File: config.mk
export PLATFORM = sky130hd
export DESIGN_NAME = hex_keypad_entry
export DESIGN_NICKNAME = d
export VERILOG_FILES = /design/src/rtl/keypad_pkg.sv /design/src/rtl/row_sync.sv /design/src/rtl/hex_keypad_entry.sv
export SDC_FILE = /design/constraint.sdc
export NUM_CORES = 1
export LEC_CHECK = 0
export ABC_AREA = 0
export CAP_MARGIN = 20
export CORE_ASPECT_RATIO = 0.9
export CORE_MARGIN = 1.5
export CORE_UTILIZATION = 50
export DETAILED_ROUTE_END_ITERATION = 7
export HOLD_SLACK_MARGIN = 0.1
export PLACE_DENSITY_LB_ADDON = 0.25
export SKIP_CTS_REPAIR_TIMING = 1
export SYNTH_ARGS = -nofsm -noshare
export SYNTH_HDL_FRONTEND = slang
export SYNTH_SLANG_ARGS = --single-unit
File: constraint.sdc
create_clock -name clk -period 4.23 [get_ports clk]
set_clock_uncertainty 0.05 [all_clocks]
set_input_delay 0.6345 -clock clk [delete_from_list [all_inputs] [get_ports clk]]
set_output_delay 0.6345 -clock clk [all_outputs]
set_load 0.01 [all_outputs]
File: src/rtl/keypad_pkg.sv
// ---------------------------------------------------------------------------
// keypad_pkg
//   Shared types and constants for the hex keypad entry block.
//   - state_t     : scan FSM states (SCAN, DEBOUNCE, HELD)
//   - KEY_MAP     : 4x4 key map, nibble index {row,col}
//   - key_lookup  : returns the hex code of the key at (row_idx, col_idx)
//   - KEY_CLR/KEY_BS : edit keys, used when KEYPAD_EDIT_EN is defined
// ---------------------------------------------------------------------------
package keypad_pkg;

   typedef enum logic [1:0] {
      SCAN     = 2'd0,
      DEBOUNCE = 2'd1,
      HELD     = 2'd2
   } state_t;

   localparam logic [3:0] KEY_CLR = 4'hC;
   localparam logic [3:0] KEY_BS  = 4'hE;

   // Nibble {row,col} holds the code printed on that key.
   //   r0: 1 2 3 A | r1: 4 5 6 B | r2: 7 8 9 C | r3: 0 F E D
   localparam logic [63:0] KEY_MAP = 64'hDEF0_C987_B654_A321;

   function automatic logic [3:0] key_lookup(input logic [1:0] row_idx,
                                             input logic [1:0] col_idx);
      logic [5:0] base;
      base = {row_idx, col_idx, 2'b00};
      return KEY_MAP[base +: 4];
   endfunction

endpackage

File: src/rtl/row_sync.sv
// ---------------------------------------------------------------------------
// row_sync
//   Two-flop synchronizer for the asynchronous, active-low keypad rows.
//   Both stages reset to "no key" (all high).
// Ports:
//   clk    in  1  system clock
//   rst_n  in  1  asynchronous active-low reset
//   row    in  4  raw keypad rows
//   row_s  out 4  synchronized rows
// ---------------------------------------------------------------------------
module row_sync (
   input  logic       clk,
   input  logic       rst_n,
   input  logic [3:0] row,
   output logic [3:0] row_s
);

   logic [3:0] row_p0;

   always_ff @(posedge clk or negedge rst_n) begin
      if (!rst_n) begin
         row_p0 <= 4'b1111;
         row_s  <= 4'b1111;
      end else begin
         row_p0 <= row;
         row_s  <= row_p0;
      end
   end

endmodule

File: src/rtl/hex_keypad_entry.sv
// ---------------------------------------------------------------------------
// hex_keypad_entry
//   Scans a 4x4 active-low matrix keypad, debounces presses and releases,
//   and shifts accepted hex digits into a 32-bit value (newest in [3:0]).
// Parameters:
//   SCAN_DIV_W     column dwell = 2**SCAN_DIV_W clk cycles
//   DEBOUNCE_SCANS consecutive matching samples to accept a press/release
//   NUM_DIGITS     saturation point of digit_count
// Ports:
//   clk          in  1   system clock
//   rst_n        in  1   asynchronous active-low reset
//   row          in  4   keypad rows, active-low, asynchronous
//   col          out 4   column drive, active-low, one bit low
//   clear        in  1   synchronous clear of value and digit_count
//   value        out 32  entered number
//   digit_count  out 4   digits entered, 0..NUM_DIGITS
//   key_valid    out 1   one-cycle pulse per accepted key
//   key_code     out 4   code of the last accepted key
// Configuration:
//   KEYPAD_EDIT_EN  when defined, key C clears and key E is backspace.
// ---------------------------------------------------------------------------
module hex_keypad_entry
   import keypad_pkg::*;
#(
   parameter int SCAN_DIV_W     = 17,
   parameter int DEBOUNCE_SCANS = 4,
   parameter int NUM_DIGITS     = 8
) (
   input  logic        clk,
   input  logic        rst_n,
   input  logic [3:0]  row,
   output logic [3:0]  col,
   input  logic        clear,
   output logic [31:0] value,
   output logic [3:0]  digit_count,
   output logic        key_valid,
   output logic [3:0]  key_code
);

   localparam int DB_W = $clog2(DEBOUNCE_SCANS + 1);

   logic [3:0]            row_s;
   logic [SCAN_DIV_W-1:0] dwell_cnt;
   logic                  sample;
   state_t                state;
   logic [1:0]            col_idx;
   logic [1:0]            key_row;
   logic [DB_W-1:0]       match_cnt;
   logic [DB_W-1:0]       rel_cnt;
   logic [DB_W-1:0]       match_nxt;
   logic [DB_W-1:0]       rel_nxt;
   logic                  any_low;
   logic [1:0]            low_idx;
   logic                  accept;
   logic [3:0]            accept_code;

   row_sync u_row_sync (
      .clk   (clk),
      .rst_n (rst_n),
      .row   (row),
      .row_s (row_s)
   );

   // Rows are only looked at on the last dwell cycle so the column drive
   // and the synchronizer have had the whole dwell to settle.
   assign sample    = &dwell_cnt;
   assign any_low   = ~&row_s;
   assign match_nxt = match_cnt + DB_W'(1);
   assign rel_nxt   = rel_cnt + DB_W'(1);

   // Lowest low row wins when several keys in the column are down.
   always_comb begin
      low_idx = 2'd0;
      if      (!row_s[0]) low_idx = 2'd0;
      else if (!row_s[1]) low_idx = 2'd1;
      else if (!row_s[2]) low_idx = 2'd2;
      else if (!row_s[3]) low_idx = 2'd3;
   end

   always_comb begin
      accept = 1'b0;
      if (sample && any_low) begin
         if (state == SCAN && DEBOUNCE_SCANS <= 1)
            accept = 1'b1;
         else if (state == DEBOUNCE && low_idx == key_row &&
                  match_nxt == DB_W'(DEBOUNCE_SCANS))
            accept = 1'b1;
      end
   end

   // On accept the column is still the latched one, and the matching row
   // is the current lowest low row.
   assign accept_code = key_lookup(low_idx, col_idx);

   always_ff @(posedge clk or negedge rst_n) begin
      if (!rst_n) begin
         dwell_cnt <= '0;
         state     <= SCAN;
         col_idx   <= 2'd0;
         col       <= 4'b1110;
         key_row   <= 2'd0;
         match_cnt <= '0;
         rel_cnt   <= '0;
      end else begin
         dwell_cnt <= dwell_cnt + 1'b1;
         if (sample) begin
            case (state)
               SCAN: begin
                  if (!any_low) begin
                     col_idx <= col_idx + 2'd1;
                     col     <= {col[2:0], col[3]};
                  end else begin
                     key_row   <= low_idx;
                     match_cnt <= DB_W'(1);
                     rel_cnt   <= '0;
                     state     <= (DEBOUNCE_SCANS <= 1) ? HELD : DEBOUNCE;
                  end
               end
               DEBOUNCE: begin
                  if (any_low && low_idx == key_row) begin
                     match_cnt <= match_nxt;
                     if (match_nxt == DB_W'(DEBOUNCE_SCANS)) begin
                        rel_cnt <= '0;
                        state   <= HELD;
                     end
                  end else begin
                     state <= SCAN;
                  end
               end
               HELD: begin
                  // Release must be seen on consecutive samples; any low
                  // sample restarts the count. No auto-repeat.
                  if (!any_low) begin
                     rel_cnt <= rel_nxt;
                     if (rel_nxt == DB_W'(DEBOUNCE_SCANS))
                        state <= SCAN;
                  end else begin
                     rel_cnt <= '0;
                  end
               end
               default: state <= SCAN;
            endcase
         end
      end
   end

   always_ff @(posedge clk or negedge rst_n) begin
      if (!rst_n) begin
         key_valid   <= 1'b0;
         key_code    <= 4'h0;
         value       <= 32'h0;
         digit_count <= 4'h0;
      end else begin
         key_valid <= accept;
         if (accept)
            key_code <= accept_code;
         // clear beats a same-cycle accept; key_valid still pulses.
         if (clear) begin
            value       <= 32'h0;
            digit_count <= 4'h0;
         end else if (accept) begin
`ifdef KEYPAD_EDIT_EN
            if (accept_code == KEY_CLR) begin
               value       <= 32'h0;
               digit_count <= 4'h0;
            end else if (accept_code == KEY_BS) begin
               value <= value >> 4;
               if (digit_count != 4'h0)
                  digit_count <= digit_count - 4'h1;
            end else begin
               value <= {value[27:0], accept_code};
               if (digit_count < 4'(NUM_DIGITS))
                  digit_count <= digit_count + 4'h1;
            end
`else
            value <= {value[27:0], accept_code};
            if (digit_count < 4'(NUM_DIGITS))
               digit_count <= digit_count + 4'h1;
`endif
         end
      end
   end

endmodule
==> impl_metrics.tcl, run 1 <==
set metrics [dict create \
    setup_viol 0 \
    clk_path_buf_depth 2 \
    reg2reg_depth 9 \
    grt_pass1_wl_mm 11.9 \
    hpwl_mm 4.67 \
    overflow 0 \
    crit_arrival_ps 2930 \
    yosysSeqAreaShare_pct 56.0 \
    num-fill-cells 619 \
    p_leak_nw 1.94 \
    finalHoldViolCount 0 \
    fp.coreArea_um2 7110 \
    cts_buffers 9 \
    die_y_um 84.5 \
    gp_congestion 0.750 \
    synthArstFlopShare_pct 100 \
    dr.pass1.iters 4 \
    path_class "flip-flop to flip-flop" \
    insertion_delay_ps 350 \
    layout_common_cells "nand2_1 (75), dfrtp_1 (71), clkdlybuf4s50_1 (50), a21oi_1 (35), nor2_1 (21)" \
    crit_slowest_cell "a211o_1" \
    synth_nets 366 \
    status "complete, no violations" \
    clock_sinks 82 \
    ir_drop_uv 289 \
    synth_area_leaders "dfrtp_1 (48%), dfstp_2 (7.8%), nand2_1 (7.6%), a21oi_1 (4.7%), ha_1 (3.7%)" \
    port_buffers 51 \
    yosysTopAreaCellShare_pct 48.1 \
    clk_pin_slew_worst_paths_ps 80 \
    drtIter0Drc 127 \
    r2r-end "value[8]" \
    htree_num_levels 3 \
    worstMarginPinSlew_ps 891 \
    num_rows 29 \
    rsz0062_at_grt "no" \
    cts_tree "yes" \
    synth_flop_cell "dfrtp_1" \
    hp-class "input pin to asynchronous set/reset pin" \
    root_buffer "clkbuf_8" \
    grt_max_degree 83 \
    p_per_area_nw_per_um2 321 \
    syn-cell-area_um2 3690 \
    synth_edf_count 0 \
    fp.dieW_um 93.6 \
    final_common_cell "nand2_1" \
    ios 52 \
    maxCapViolCount 0 \
    end_kind "flip-flop" \
    syn_avg_cell_area_um2 10.6 \
    die_area_um2 7910 \
    slew_headroom_pct 40.6 \
    worstPathMaxFanout 30 \
    critPathRequiredTime_ps 4390 \
    vias 2629 \
    fmax_mhz 362 \
    drc_errors 0 \
    path_cells "ha_1, and4_1, nor3b_4, and3_1, ha_1, nand2_1, a211o_1, nand2_1, a21oi_1" \
    insertedDiodeCount 0 \
    antenna_found_initial 0 \
    ys_types 49 \
    min_period_ps 2760 \
    hold_slack_ps 206 \
    wire_per_inst_um 14.0 \
    critPathMaxStageDelay_ps 610 \
    reg2reg_slack_ps 1470 \
    area_growth_pct 21.7 \
    drt_wl_total_mm 6.93 \
    final.setup.tns_ps 0 \
    initial_core_util_pct 51.9 \
    grt_usage_pct 19.1 \
    drive_gt1_share_pct 11.2 \
    syn_inst 348 \
    yosysWarningCount 0 \
    slew_violations 0 \
    finalCritPeriodShare_pct 65.4 \
    ant_nets 0 \
    r2r-start "dwell_cnt[0]" \
    yosysTopAreaCell "dfrtp_1" \
    ys_ff_latch 82 \
    startpoint_type "flip-flop" \
    vias_per_cell 5.30 \
    nNetsFinal 416 \
    grt_pass1_vias 2529 \
]
[critical path, delay by kind of cell, from the launching register on]
kind / cells / cell delay (ps)
compound gates: 2 / 690
simple gates: 5 / 1130
fa+ha+maj: 2 / 380
flops: 1 / 390
[cells in the mapped netlist, types with 2 or more instances]
cell,count
a211oi_2,3
a21oi_1,35
a31oi_1,2
a41oi_1,2
and3_1,3
and3b_1,2
and4_1,2
buf_2,7
buf_4,2
clkbuf_1,5
dfrtp_1,71
dfstp_2,11
ha_1,11
inv_1,11
mux2_1,2
mux2_2,5
mux2i_1,5
nand2_1,75
nand2b_1,5
nand3_1,12
nand3b_1,2
nand4_1,4
nor2_1,21
nor2b_1,3
nor3_1,2
o21ai_0,4
o21ai_1,2
o22ai_1,2
xnor2_1,13
xor2_1,5
[power by group]
part	internal, W	switching [W]
clock	0.000333	0.000272
combinational	0.0000111	0.0000293
sequential	0.000791	0.00000388
[how the worst max path moves through the flow]
stage                 startpoint  endpoint  slack [ps]  cells after the start
finish              dwell_cnt[0]  value[8]        1470                      9
detailed placement  dwell_cnt[0]  value[8]        1460                      9
global route        dwell_cnt[0]  value[0]        1210                     10
CTS                 dwell_cnt[0]  value[8]        1440                      9
floorplan           dwell_cnt[0]  value[3]        1950                     10
global placement    dwell_cnt[0]  value[5]        1560                      9
[layer usage]
layer	wire length [µm]	up-vias	global-route usage, %
li1	-	1285	-
met1	3180	1288	25.4
met2	3370	47	30.4
met3	256	9	4.44
met4	124	0	7.60
met5	0	-	0
[through the flow]
step                      worst slack, ps  util, %  total power [W]  cells  area, µm²
after global routing                 1210     63.1          0.00149    496       4490
final                                1470     63.1          0.00144    496       4490
after CTS                            1440     62.9          0.00145    495       4470
after detailed placement             1460     59.9         0.000849    479       4260
after global placement               1560     59.9         0.000848    479       4260
after floorplan                      1950        -         0.000824    348       3690
[registers in the layout, indices dropped and copies added, names as in the netlist]
register,flops
col,4
col_idx,2
digit_count,4
dwell_cnt,17
key_code,4
key_row,2
key_valid,1
match_cnt,3
rel_cnt,3
state,2
u_row_sync.row_p0,4
u_row_sync.row_s,4
value,32
[layout make-up]
type,instances,area (µm²),area share [%]
Sequential cell,82,2070,46.0
Multi-Input combinational cell,240,1510,33.7
Timing Repair Buffer,54,543,12.1
Clock buffer,11,131,2.93
Tap cell,93,116,2.59
Clock inverter,5,81.3,1.81
Inverter,11,41.3,0.919
[cells by family (layout without fill, tap and decap cells)]
kind of cell,count (synthesis),in the layout,share of synthesized area (%)
flops,82,82,56.0
fa+ha+maj,11,11,3.73
buf+inv,26,81,3.08
xor+xnor,18,18,4.27
compound gates,63,63,12.2
simple gates,136,136,17.3
mux,12,12,3.49
No activity file was read; power rests on OpenSTA's default activity.
==> run 2, diff against run 1 <==
Clock period 4.23 ns to 2.7 ns, I/O delays scaled along.
==> run 2 against run 1 <==
Net effect: die area unchanged; sequential cell count did not move; clock power rose by 59%; clock-buffer cell count unchanged; highest routed layer unchanged.
==> impl_metrics.tcl, run 2 (same netlist as run 1, synthesis figures left out) <==
set metrics [dict create \
    clock_sinks 82 \
    root_buffer "clkbuf_8" \
    grt_pass1_wl_mm 11.9 \
    die_area_um2 7910 \
    startpoint_type "flip-flop" \
    hp-class "flip-flop to flip-flop" \
    largest_register_ffs 32 \
    die_y_um 84.5 \
    combPwrFrac_pct 2.8 \
    grt_use_met2_pct 28.7 \
    critPathRequiredTime_ps 2920 \
    worstMarginPinSlew_ps 496 \
    min_period_ps 2450 \
    port_buffers 51 \
    top_register "value" \
    dr.pass1.iters 4 \
    net-switching-power_w 0.000468 \
    end_kind "flip-flop" \
    use_met3_pct 5.98 \
    dp_slack_ps 230 \
    slew_headroom_pct 66.8 \
    antenna_found_initial 0 \
    nNetsFinal 420 \
    drc_errors 0 \
    path_class "flip-flop to flip-flop" \
    cts_buffers 9 \
    ant_nets 0 \
    fp.dieW_um 93.6 \
    gr-max-usage-layer "met2" \
    layout_common_cells "nand2_1 (75), dfrtp_1 (71), clkdlybuf4s50_1 (50), a21oi_1 (35), nor2_1 (21)" \
    fmax_mhz 408 \
    rsz0062_at_grt "no" \
    wire_per_inst_um 13.4 \
    fp.coreArea_um2 7110 \
    met1_usage_pct 26.8 \
    finalHoldViolCount 0 \
    overflow 0 \
    cts_tree "yes" \
    setup_viol 0 \
    hpwl_mm 4.68 \
    insertion_delay_ps 350 \
    slew_violations 0 \
    drt_wl_total_mm 6.70 \
    area_growth_pct 23.1 \
    clockPowerShare_pct 42.4 \
    final.setup.tns_ps 0 \
    ios 52 \
    grt_usage_pct 19.1 \
    insertedDiodeCount 0 \
    crit_path_start "dwell_cnt[0]" \
    swShare_pct 20.6 \
    grt_pass1_vias 2539 \
    grt_max_degree 49 \
    status "complete, no violations" \
    vias_per_cell 5.30 \
    p_per_area_nw_per_um2 500 \
    ir_drop_uv 368 \
    worstPathMaxFanout 30 \
    hold_path.startpoint "u_row_sync.row_p0[3]" \
    p_seq_share_pct 54.8 \
    final_common_cell "nand2_1" \
    maxCapViolCount 0 \
    r2r-start "dwell_cnt[0]" \
    num-fill-cells 581 \
    initial_core_util_pct 51.9 \
    clk_path_buf_depth 2 \
    intPower_w 0.00180 \
    htree_num_levels 3 \
    fin_ws_ps 248 \
    num_rows 29 \
    p_leak_nw 1.97 \
    drtIter0Drc 148 \
    reg_top3 "value: 32 flops, dwell_cnt: 17 flops" \
    vias 2652 \
    crit_arrival_ps 2670 \
    gp_congestion 0.766 \
    drive_gt1_share_pct 12.0 \
    clk_pin_slew_worst_paths_ps 80 \
    finalCritPeriodShare_pct 90.8 \
]
==> run 2: cell types whose count changed in the layout (fill, tap and decap cells not counted) <==
cell | before | now
clkbuf_1 | 2 | 1
buf_4 | 3 | 5
buf_12 | 1 | 2
clkinvlp_4 | 1 | 0
clkinv_2 | 1 | 2
clkbuf_8 | 9 | 10
dlygate4sd3_1 | 0 | 1
==> run 2: routing by layer <==
metal	share of wire, %	routed length, µm
met5	0	0
met4	0.69	46
met3	5.0	333
met2	46	3080
met1	48	3240
==> run 2: worst max-delay path, cell delays in order, from the launching register on <==
cell	delay, ps
dfrtp_1	390
ha_1	210
and4_1	290
nor3b_4	210
and3_1	170
ha_1	160
nand2_1	100
a211oi_4	290
buf_12	220
nor2_1	70
a211oi_2	200
==> run 2: power by group through the flow <==
stage / Clock [W] / Combinational (W) / Sequential (W)
5_1_grt: 0.00105 / 0.0000742 / 0.00125
2_1_floorplan: 0 / 0.0000255 / 0.00127
3_3_place_gp: 0 / 0.0000645 / 0.00127
4_1_cts: 0.000993 / 0.0000657 / 0.00124
3_5_place_dp: 0 / 0.0000658 / 0.00127
6_report: 0.000961 / 0.0000644 / 0.00124
==> run 2: worst paths after layout <==
path | end | slack [ps] | depth (start not counted)
max | value[1] | 250 | 10
min | u_row_sync.row_s[3] | 310 | 0
max reg2reg | value[1] | 250 | 10
min reg2reg | u_row_sync.row_s[3] | 310 | 0
max in group asynchronous | col[2] | 1450 | 3
min in group asynchronous | match_cnt[1] | 500 | 2
==> run 2: area by class of cell <==
class	count	area [µm²]	share of cell area [%]
Inverter	11	41.3	0.909
Multi-Input combinational cell	240	1510	33.3
Tap cell	93	116	2.56
Clock inverter	5	78.8	1.74
Clock buffer	11	141	3.11
Timing Repair Buffer	58	588	12.9
Sequential cell	82	2070	45.5
==> run 2: through the flow <==
stage / power (W) / instance area [µm²] / hold slack [ps] / std cells / util (%)
final: 0.00227 / 4540 / 307 / 500 / 63.9
after global routing: 0.00237 / 4540 / 313 / 500 / 63.9
after CTS: 0.00230 / 4530 / -46.8 / 499 / 63.7
after detailed placement: 0.00133 / 4310 / 297 / 483 / 60.6
after global placement: 0.00133 / 4310 / 296 / 483 / 60.6
after floorplan: 0.00129 / 3690 / 59.4 / 348 / -
